[config.mk]
export PLATFORM = sky130hd
export DESIGN_NAME = l2_arbiter
export DESIGN_NICKNAME = d
export VERILOG_FILES = /design/src/rtl/l2_arbiter.sv
export SDC_FILE = /design/constraint.sdc
export NUM_CORES = 1
export LEC_CHECK = 0
export BUFFER_PORTS_ARGS = -buffer_cell sky130_fd_sc_hd__buf_2
export CORE_AREA = 5 5 533 535
export CTS_CLUSTER_SIZE = 14
export DETAILED_ROUTE_END_ITERATION = 8
export DIE_AREA = 0 0 538 540
export GPL_ROUTABILITY_DRIVEN = 0
export SLEW_MARGIN = 10
export SYNTH_ARGS = -nofsm -noshare
export SYNTH_HDL_FRONTEND = slang
export SYNTH_SLANG_ARGS = --single-unit
export TNS_END_PERCENT = 50
[constraint.sdc]
create_clock -name clk -period 2.75 [get_ports clk]
set_clock_uncertainty 0.05 [all_clocks]
set_input_delay 0.4125 -clock clk [delete_from_list [all_inputs] [get_ports clk]]
set_output_delay 0.4125 -clock clk [all_outputs]
set_load 0.05 [all_outputs]
[src/rtl/l2_arbiter.sv]
// l2_arbiter: two-requester arbiter sharing one downstream cacheline port
// between the L1 I-cache (read-only fills) and the L1 D-cache
// (fills and writebacks).
//
// The arbiter adds one cycle per transaction: requests are arbitrated in
// IDLE and the winner is then served. While a side is being served, its
// request and the downstream response pass straight through
// combinationally. Every transaction ends with one IDLE cycle, so a
// requester always sees its resp drop before it can be granted again.
//
// Build option:
//   L2_ARBITER_RR_EN  When defined, simultaneous requests are resolved
//                     round-robin using a 1-bit pointer. The pointer points
//                     at D after reset. After every grant it moves to the
//                     side that was not granted. When undefined, D always
//                     wins simultaneous requests and there is no pointer.
module l2_arbiter #(
  parameter int LINE_WIDTH = 256,
  parameter int ADDR_WIDTH = 32
) (
  input  logic                  clk,
  input  logic                  rst,

  // I-side (line fills only)
  input  logic                  i_read,
  input  logic [ADDR_WIDTH-1:0] i_address,
  output logic [LINE_WIDTH-1:0] i_rdata,
  output logic                  i_resp,

  // D-side (fills and writebacks)
  input  logic                  d_read,
  input  logic                  d_write,
  input  logic [ADDR_WIDTH-1:0] d_address,
  input  logic [LINE_WIDTH-1:0] d_wdata,
  output logic [LINE_WIDTH-1:0] d_rdata,
  output logic                  d_resp,

  // Shared downstream port
  output logic                  m_read,
  output logic                  m_write,
  output logic [ADDR_WIDTH-1:0] m_address,
  output logic [LINE_WIDTH-1:0] m_wdata,
  input  logic [LINE_WIDTH-1:0] m_rdata,
  input  logic                  m_resp,

  // Current owner, for performance counters
  output logic                  grant_i,
  output logic                  grant_d
);

  typedef enum logic [1:0] {
    IDLE    = 2'd0,
    SERVE_I = 2'd1,
    SERVE_D = 2'd2
  } state_t;

  state_t state_q, state_d;

  logic d_req;
  logic i_req;
  logic pick_d;

`ifdef L2_ARBITER_RR_EN
  // 1: D has priority on the next contested arbitration, 0: I has priority
  logic rr_d_q, rr_d_d;
`endif

  // Arbitration decision for the current IDLE cycle
  always_comb begin
    d_req = d_read | d_write;
    i_req = i_read;
`ifdef L2_ARBITER_RR_EN
    pick_d = d_req & (~i_req | rr_d_q);
`else
    pick_d = d_req;
`endif
  end

  // Next-state logic: arbitrate in IDLE; leave SERVE only on m_resp
  always_comb begin
    state_d = state_q;
    unique case (state_q)
      IDLE: begin
        if (pick_d) begin
          state_d = SERVE_D;
        end else if (i_req) begin
          state_d = SERVE_I;
        end
      end
      SERVE_I: begin
        if (m_resp) begin
          state_d = IDLE;
        end
      end
      SERVE_D: begin
        if (m_resp) begin
          state_d = IDLE;
        end
      end
      default: state_d = IDLE;
    endcase
  end

`ifdef L2_ARBITER_RR_EN
  // Pointer update: after any grant, point at the side that was not granted
  always_comb begin
    rr_d_d = rr_d_q;
    if (state_q == IDLE) begin
      if (pick_d) begin
        rr_d_d = 1'b0;
      end else if (i_req) begin
        rr_d_d = 1'b1;
      end
    end
  end
`endif

  // State register; a reset abandons any in-flight downstream transaction
  always_ff @(posedge clk) begin
    if (rst) begin
      state_q <= IDLE;
`ifdef L2_ARBITER_RR_EN
      rr_d_q  <= 1'b1;
`endif
    end else begin
      state_q <= state_d;
`ifdef L2_ARBITER_RR_EN
      rr_d_q  <= rr_d_d;
`endif
    end
  end

  // Output routing: the served side drives the downstream port and receives
  // its data and strobe. The side that is not served sees all zeros.
  // A D request with both read and write set is issued as a write.
  // The resp strobes are masked during a reset cycle, so a downstream
  // response that lands while reset is asserted is dropped.
  always_comb begin
    m_read    = 1'b0;
    m_write   = 1'b0;
    m_address = '0;
    m_wdata   = '0;
    i_rdata   = '0;
    i_resp    = 1'b0;
    d_rdata   = '0;
    d_resp    = 1'b0;
    grant_i   = 1'b0;
    grant_d   = 1'b0;
    unique case (state_q)
      SERVE_I: begin
        grant_i   = 1'b1;
        m_read    = i_read;
        m_address = i_address;
        i_rdata   = m_rdata;
        i_resp    = m_resp & ~rst;
      end
      SERVE_D: begin
        grant_d   = 1'b1;
        m_write   = d_write;
        m_read    = d_read & ~d_write;
        m_address = d_address;
        m_wdata   = d_wdata;
        d_rdata   = m_rdata;
        d_resp    = m_resp & ~rst;
      end
      default: begin
      end
    endcase
  end

endmodule
---- Word level (Yosys, flattened, before mapping) ----
Index checks and enable logic that the tools add are counted.
operators by class
  muxes and demuxes ....................... 14
  eq/ne operators ......................... 4
  reductions and logical operators ........ 3
  bitwise gates (word level) .............. 5
operators by type and width
  cell                                                                      count
  256-bit two-way mux                                                       3
  32-bit one-hot mux with 2 select lines                                    1
  2-bit two-way mux                                                         3
  1-bit two-way mux                                                         5
  2-bit one-hot mux with 2 select lines                                     1
  3-bit inequality test (second input constant)                             1
  1-bit AND                                                                 2
  2-bit by 1-bit equality test with 1-bit output (second input constant)    1
  2-bit equality test (second input constant)                               1
  2-bit zero test                                                           1
  2-bit by 1-bit inequality test with 1-bit output (second input constant)  1
  1-bit NOT                                                                 2
  1-bit one-hot mux with 2 select lines                                     1
  2-bit AND reduction                                                       1
  2-bit OR reduction                                                        1
  1-bit OR                                                                  1
word-level totals
  bits of input ports ..................... 582
  register bits after elaboration ......... 2
  output and inout bits ................... 806
  word-level logic and storage cells ...... 27

---- Longest topological paths before layout ----
Gate-level depths: netlist of run 1.
  depth in word-level cells ............... 4
  depth in mapped cells ................... 6
  depth with buffers taken out ............ 5

---- Worst setup path before layout of run 1 ----
No wires, ideal clock.
  path kind ............................... register -> output
  start ................................... register state_q[1]
  end ..................................... output port m_address[0]
  stages on the path, launching flop included .. 7
  buffers on the path ..................... 2
  data arrival time ....................... 2,071 ps
  setup slack ............................. 217 ps
  required time ........................... 2,288 ps
  cell sequence ........................... dfxtp_1 -> inv_1 -> ha_1 -> buf_4 -> buf_2 -> a22oi_1 -> nor2b_1
on the way
  cells in the longest elaborated chain, start to end .. 2
  elaborated cells on any way between the ends .. 3
  those cells by class .................... eq/ne (2); mux (1)
ends and longest elaborated chain
  element                                                                                       RTL line  RTL
  start, declared                                                                               57        state_t state_q, state_d;
  start signal, assigned                                                                        126       state_q <= state_d;
  2-bit equality test / 2-bit by 1-bit equality test with 1-bit output (equally long branches)  149       unique case (state_q)
  32-bit one-hot mux with 2 select lines (*)                                                    149
  end, declared                                                                                 41        output logic [ADDR_WIDTH-1:0] m_address,
Every way passes the cells marked *; elsewhere a longest branch is shown, timed or not.

---- Worst setup path after layout of run 1 ----
  start ................................... register state_q[0]
  end ..................................... output port m_wdata[171]
on the way
  cells in the longest elaborated chain, start to end .. 2
ends and longest elaborated chain
  element              RTL line  RTL
  2-bit equality test  149
  256-bit two-way mux  149
  end, declared        42        output logic [LINE_WIDTH-1:0] m_wdata,
Every way passes these cells.

==> results of run 1 <==
how the worst max path moves through the flow:
stage,from,to,slack [ps]
final,state_q[0],m_wdata[171],260
after global routing,state_q[0],d_rdata[32],120
after CTS,state_q[0],d_rdata[27],180
after detailed placement,state_q[0],d_rdata[27],430
after global placement,state_q[0],d_rdata[27],470
after floorplan,state_q[1],m_address[0],220
cell type report:
| class | count | area, um^2 |
|---|---|---|
| inverter | 2 | 7.51 |
| fill | 32632 | 254000 |
| sequential | 2 | 40.0 |
| tap | 3724 | 4660 |
| clock buffer | 3 | 75.1 |
| timing repair buffer | 1424 | 14000 |
| multi-input combinational | 852 | 5420 |
| antenna | 72 | 180 |
logic make-up (layout without fill, tap and decap cells):
| group | Yosys count | after routing | synth area share [%] |
|---|---|---|---|
| adder cells (fa/ha/maj) | 4 | 4 | 0.833 |
| AND/OR/NAND/NOR | 811 | 811 | 84.4 |
| other | 0 | 72 | 0 |
| buffers and inverters | 97 | 1429 | 9.62 |
| AO/OA/AOI/OAI | 37 | 37 | 4.45 |
| flip-flops | 2 | 2 | 0.666 |
worst max-delay path, delay by kind of cell (launching register included):
| kind | cells | cell delay [ps] |
|---|---|---|
| and+or+nand+nor | 1 | 160 |
| adders and majority gates | 1 | 240 |
| buffers and inverters | 5 | 1000 |
| DFF | 1 | 330 |
stage by stage:
stage / setup slack, ps / hold WS, ps / cells
floorplan: 217 / 426 / 951
global placement: 467 / 469 / 6004
detailed placement: 428 / 514 / 6004
CTS: 180 / 365 / 6007
global route: 118 / 373 / 6026
finish: 256 / 368 / 6079
placed cells by master, fill, tap and decap left out:
cell type	netlist	routed
ha_1	4	2
and2_1	769	769
a22oi_1	32	32
ha_4	0	2
nand2_1	1	1
inv_1	2	2
dfxtp_1	2	2
diode_2	0	72
nor2_1	1	1
buf_12	0	452
nor2b_1	34	34
and3b_1	2	2
clkbuf_16	0	3
nor3_1	1	1
a21boi_1	1	1
a21oi_1	3	3
buf_2	17	952
nand3b_1	2	2
buf_4	3	20
nand2b_1	1	1
o21ai_0	1	1
power by group through the flow:
stage	clock [mW]	combinational [mW]	sequential, mW
floorplan	0	4.30	0.0356
global placement	0	10.1	0.0373
detailed placement	0	10.1	0.0382
CTS	0.228	10.1	0.0378
global route	0.230	10.2	0.0387
finish	0.225	9.71	0.0380
metal layers:
metal | vias up | part of all wire [%]
met5 | - | 0.56
met2 | 1205 | 44
li1 | 5640 | -
met4 | 186 | 1.1
met3 | 420 | 12
met1 | 5727 | 42
==> impl_metrics.py, run 1 <==
metrics = {
    "finish": {
        "drive_above_1_share_pct": 62.6,
        "areaGrowthSynthToFinish_pct": 305,
        "layout.nets": 2871,
        "reg_top3": "state_q: 2 flops",
        "largest_reg_flops": 2,
        "fin_util_pct": 8.74,
        "fin_area_um2": 24300,
        "largest-register": "state_q",
    },
    "clock_network": {
        "hold_buffers": 0,
        "clock_latency_ps": 230,
        "cts.repair.resized": 0,
        "clock_tree.root_cell": "clkbuf_16",
        "cts_setup_buffers": 0,
        "clock-sinks": 2,
        "clkTransAtPathRegs_ps": 30,
        "cts_tree": "built",
        "clock_path_buffers": 2,
        "cts_made_buffers": 3,
        "htree_levels": 1,
    },
    "die": {
        "row_count": 194,
        "top_level_ports": 1388,
        "die-area_um2": 291000,
        "core_area_um2": 278000,
        "initial_core_util_pct": 2.16,
        "die_w_um": 538,
        "die_y_um": 540,
    },
    "yosys": {
        "ys_seq_area_share_pct": 0.666,
        "synth_cell_type_count": 20,
        "ys.flop_type": "dfxtp_1",
        "async_flop_share_pct": 0,
        "synth.most_common_cell": "and2_1",
        "synth_area_um2": 6010,
        "syn_avg_cell_area_um2": 6.32,
        "synth_nets": 1537,
        "ys_seq_elements": 2,
        "synthTopCellsByArea": "and2_1 80%, clkbuf_2 4.6%, a22oi_1 4.0%, nor2b_1 3.5%, buf_6 2.8%",
        "postSynthCellCount": 951,
        "yosysWarnings": 0,
        "synth_enable_flop_cells": 0,
        "synth_top_area_cell": "and2_1",
        "synth_top_cells_by_count": "769 x and2_1, 55 x clkbuf_2, 34 x nor2b_1",
        "synth_top_cell_area_share_pct": 80.0,
    },
    "power_and_ir_drop": {
        "p_comb_share_pct": 97.4,
        "leakage_nw": 10.6,
        "switching_share_pct": 66.1,
        "clockPowerShare_pct": 2.3,
        "seqPwrFrac_pct": 0.4,
        "total_power_mw": 9.98,
        "switchingPower_mw": 6.59,
        "p_per_area_nw_per_um2": 410,
        "intPower_mw": 3.39,
        "peakVddDrop_v": 0.000349,
    },
    "global_route": {
        "use_met3_pct": 7.83,
        "met1_usage_pct": 18.5,
        "antenna_found_initial": 283,
        "grt_usage_pct": 15.0,
        "grt_overflow": 0,
        "use_met2_pct": 24.4,
        "grt_max_degree": 92,
        "grt_pass1_wl_um": 261000,
        "busiest_layer": "met2",
        "first_global_vias": 12915,
    },
    "sta": {
        "min_period_over_period_pct": 90.7,
        "finalHoldViolations": 0,
        "slew_headroom_pct": 63.7,
        "report.final.setup_viol": 0,
        "maxSlewViolCount": 0,
        "fmax_ghz": 0.401,
        "rsz0062_at_grt": "false",
        "min_period_ps": 2490,
        "setup_tns_ps": 0,
        "worst_slew_pin_slew_ps": 545,
    },
    "critical_path": {
        "worstRegToRegCells": 6,
        "regToRegStartpoint": "state_q[1]",
        "slowest_delay_ps": 330,
        "r2r_setup_slack_ps": 1020,
        "path_cells": "inv_1, ha_4, buf_12, buf_12, buf_12, and2_1, buf_2",
        "rr_endpoint": "state_q[1]",
        "cp_data_required_time_ps": 2290,
        "cp-end-kind": "output port",
        "startpoint_type": "register",
        "cpMostUsedCell": "buf_12",
        "cp.arrival_ps": 2030,
        "crit_type": "register to output port",
        "cpMaxStageDelayCell": "dfxtp_1",
        "worstPathMaxFanout": 32,
    },
    "drt": {
        "dr.pass1.iters": 4,
        "vias_per_cell": 2.17,
        "post_drt_wl_per_cell_um": 37.7,
        "antenna_left": 0,
        "route.detailed.drc": 0,
        "drt_iter0_markers": 679,
        "num_vias": 13178,
        "wirelength_um": 229000,
    },
    "worst_hold_path": {
        "hold_class": "primary input to register",
        "hold_depth": 2,
        "hp-start": "rst",
        "hold_end": "state_q[0]",
    },
    "placement": {
        "dpl.hpwl_um": 221000,
        "place_area_um2": 24100,
        "portBuffers": 1387,
    },
    "job": {
        "cap_violations": 0,
    },
    "outcome": {
        "status": "completed",
    },
}
Power figures use the tool's default switching activity.
==> inputs of run 2 (changes only) <==
--- a/config.mk
+++ b/config.mk
@@ -6,10 +6,10 @@
 export NUM_CORES = 1
 export LEC_CHECK = 0
 export BUFFER_PORTS_ARGS = -buffer_cell sky130_fd_sc_hd__buf_2
-export CORE_AREA = 5 5 533 535
+export CORE_AREA = 3 3 546 548
 export CTS_CLUSTER_SIZE = 14
 export DETAILED_ROUTE_END_ITERATION = 8
-export DIE_AREA = 0 0 538 540
+export DIE_AREA = 0 0 549 551
 export GPL_ROUTABILITY_DRIVEN = 0
 export SLEW_MARGIN = 10
 export SYNTH_ARGS = -nofsm -noshare
==> run 2 against run 1 <==
Routed wire length grew 0.14%. Maximum frequency decreased by 3.2%. Global-route usage decreased by 0.58 points. Via count increased by 5.7%. Sequential cell count unchanged. Power grew 0.64%. Sequential share of layout area barely moved. Hold slack better by 3.3 ps. Die area is 4.1% higher. Critical path depth down 1. Cell area up 7.2%. Combinational power rose by 0.8%. Highest routed layer unchanged.
==> impl_metrics.py, run 2 (synthesis gave the netlist of run 1 again) <==
metrics = {
    "power_and_ir_drop": {
        "intPower_mw": 3.69,
        "switchingPower_mw": 6.35,
        "clockPowerShare_pct": 2.2,
        "peakVddDrop_v": 0.000231,
        "leakage_nw": 10.9,
        "p_comb_share_pct": 97.5,
        "seqPwrFrac_pct": 0.4,
        "p_per_area_nw_per_um2": 385,
        "switching_share_pct": 63.2,
    },
    "critical_path": {
        "worstPathMaxFanout": 23,
        "slowest_delay_ps": 520,
        "crit_type": "register to output port",
        "startpoint_type": "register",
        "cpMaxStageDelayCell": "a22oi_1",
        "worstRegToRegCells": 6,
        "cp_data_required_time_ps": 2290,
        "cp.arrival_ps": 2110,
        "path_cells": "inv_1, ha_1, buf_4, a22oi_1, nor2b_1, buf_12",
        "cp-end-kind": "output port",
    },
    "clock_network": {
        "cts_tree": "built",
        "clock_path_buffers": 2,
        "hold_buffers": 0,
        "clkTransAtPathRegs_ps": 30,
        "htree_levels": 1,
        "clock_latency_ps": 220,
        "clock_tree.root_cell": "clkbuf_16",
        "cts_made_buffers": 3,
        "clock-sinks": 2,
        "cts_setup_buffers": 0,
    },
    "drt": {
        "wl_met2_um": 99600,
        "num_vias": 13929,
        "wirelength_um": 229000,
        "vias_per_cell": 2.22,
        "antenna_left": 0,
        "drt_iter0_markers": 755,
        "dr.pass1.iters": 5,
        "routedLengthMet1_um": 97000,
        "highest_layer": "met5",
        "wl_met3_um": 24900,
        "post_drt_wl_per_cell_um": 36.5,
        "route.detailed.drc": 0,
    },
    "global_route": {
        "grt_overflow": 0,
        "grt_max_degree": 72,
        "first_global_vias": 12428,
        "grt_usage_pct": 14.4,
        "antenna_found_initial": 353,
        "grt_pass1_wl_um": 256000,
    },
    "finish": {
        "areaGrowthSynthToFinish_pct": 334,
        "final_cell_mix": "856 x buf_2, 769 x and2_1, 549 x buf_12",
        "fin_cells": 6287,
        "largest_reg_flops": 2,
        "drive_above_1_share_pct": 62.7,
        "largest-register": "state_q",
        "layout.nets": 2872,
        "final_common_cell": "buf_2",
        "reg_top3": "state_q: 2 flops",
    },
    "placement": {
        "portBuffers": 1387,
        "place_inst": 6200,
        "dpl.hpwl_um": 222000,
    },
    "die": {
        "core_area_um2": 294000,
        "die_w_um": 549,
        "initial_core_util_pct": 2.05,
        "row_count": 199,
        "die_y_um": 551,
        "top_level_ports": 1388,
        "die-area_um2": 302000,
    },
    "sta": {
        "slew_headroom_pct": 62.1,
        "maxSlewViolCount": 0,
        "min_period_over_period_pct": 93.7,
        "worst_slew_pin_slew_ps": 568,
        "finalHoldViolations": 0,
        "min_period_ps": 2580,
        "fmax_ghz": 0.388,
        "setup_tns_ps": 0,
        "rsz0062_at_grt": "false",
        "report.final.setup_viol": 0,
    },
    "worst_hold_path": {
        "hold_class": "primary input to register",
        "hold_depth": 2,
    },
    "outcome": {
        "status": "completed",
    },
    "job": {
        "cap_violations": 0,
    },
}
run 2: final timing paths:
path	startpoint	end	slack [ps]
worst min register to register	state_q[1]	state_q[1]	490
worst max register to register	state_q[0]	state_q[0]	1020
worst min-delay path	rst	state_q[1]	370
worst max-delay path	state_q[0]	m_address[0]	170
run 2: layout make-up:
type | instances | area (um^2)
flip-flops and latches | 2 | 40.0
clock buffers | 3 | 75.1
inverters | 2 | 7.51
fillers | 33996 | 267000
repair buffers | 1425 | 15400
well taps | 3919 | 4900
multi-input cells | 852 | 5430
diodes | 84 | 210
run 2: what timing repair did:
action | in CTS | in global routing
gates cloned | 0 | 0
resized for setup | 1 | 1
setup endpoints to repair | 1 | 1
run 2: metal layers:
metal / GRT usage (%) / vias up
met3: 5.76 / 484
li1: - / 5656
met5: 0 / -
met2: 22.9 / 1490
met4: 2.67 / 146
met1: 18.5 / 6153
run 2: worst max-delay path, delay by kind of cell (launching register included):
family                     cells  cell delay (ps)
AOI/OAI and AO/OA              1              520
and+or+nand+nor                1              160
buffers and inverters          3              560
DFF                            1              390
adders and majority gates      1              250
run 2: power groups by stage:
stage | Clock (mW) | Sequential, mW | Combinational [mW]
2_1_floorplan | 0 | 0.0356 | 4.30
3_3_place_gp | 0 | 0.0375 | 10.0
3_5_place_dp | 0 | 0.0377 | 10.1
4_1_cts | 0.221 | 0.0373 | 10.1
5_1_grt | 0.224 | 0.0380 | 10.2
6_report | 0.217 | 0.0373 | 9.79
run 2: through the flow:
| stage | hold slack (ps) | instance area, um^2 | util (%) | setup slack [ps] | total power [mW] |
|---|---|---|---|---|---|
| after floorplan | 426 | 6010 | - | 217 | 4.34 |
| after global placement | 477 | 25800 | 8.79 | 179 | 10.1 |
| after detailed placement | 491 | 25800 | 8.79 | 206 | 10.1 |
| after CTS | 371 | 25900 | 8.81 | 44.4 | 10.3 |
| after global routing | 391 | 26000 | 8.85 | 132 | 10.4 |
| final | 371 | 26100 | 8.89 | 174 | 10.0 |
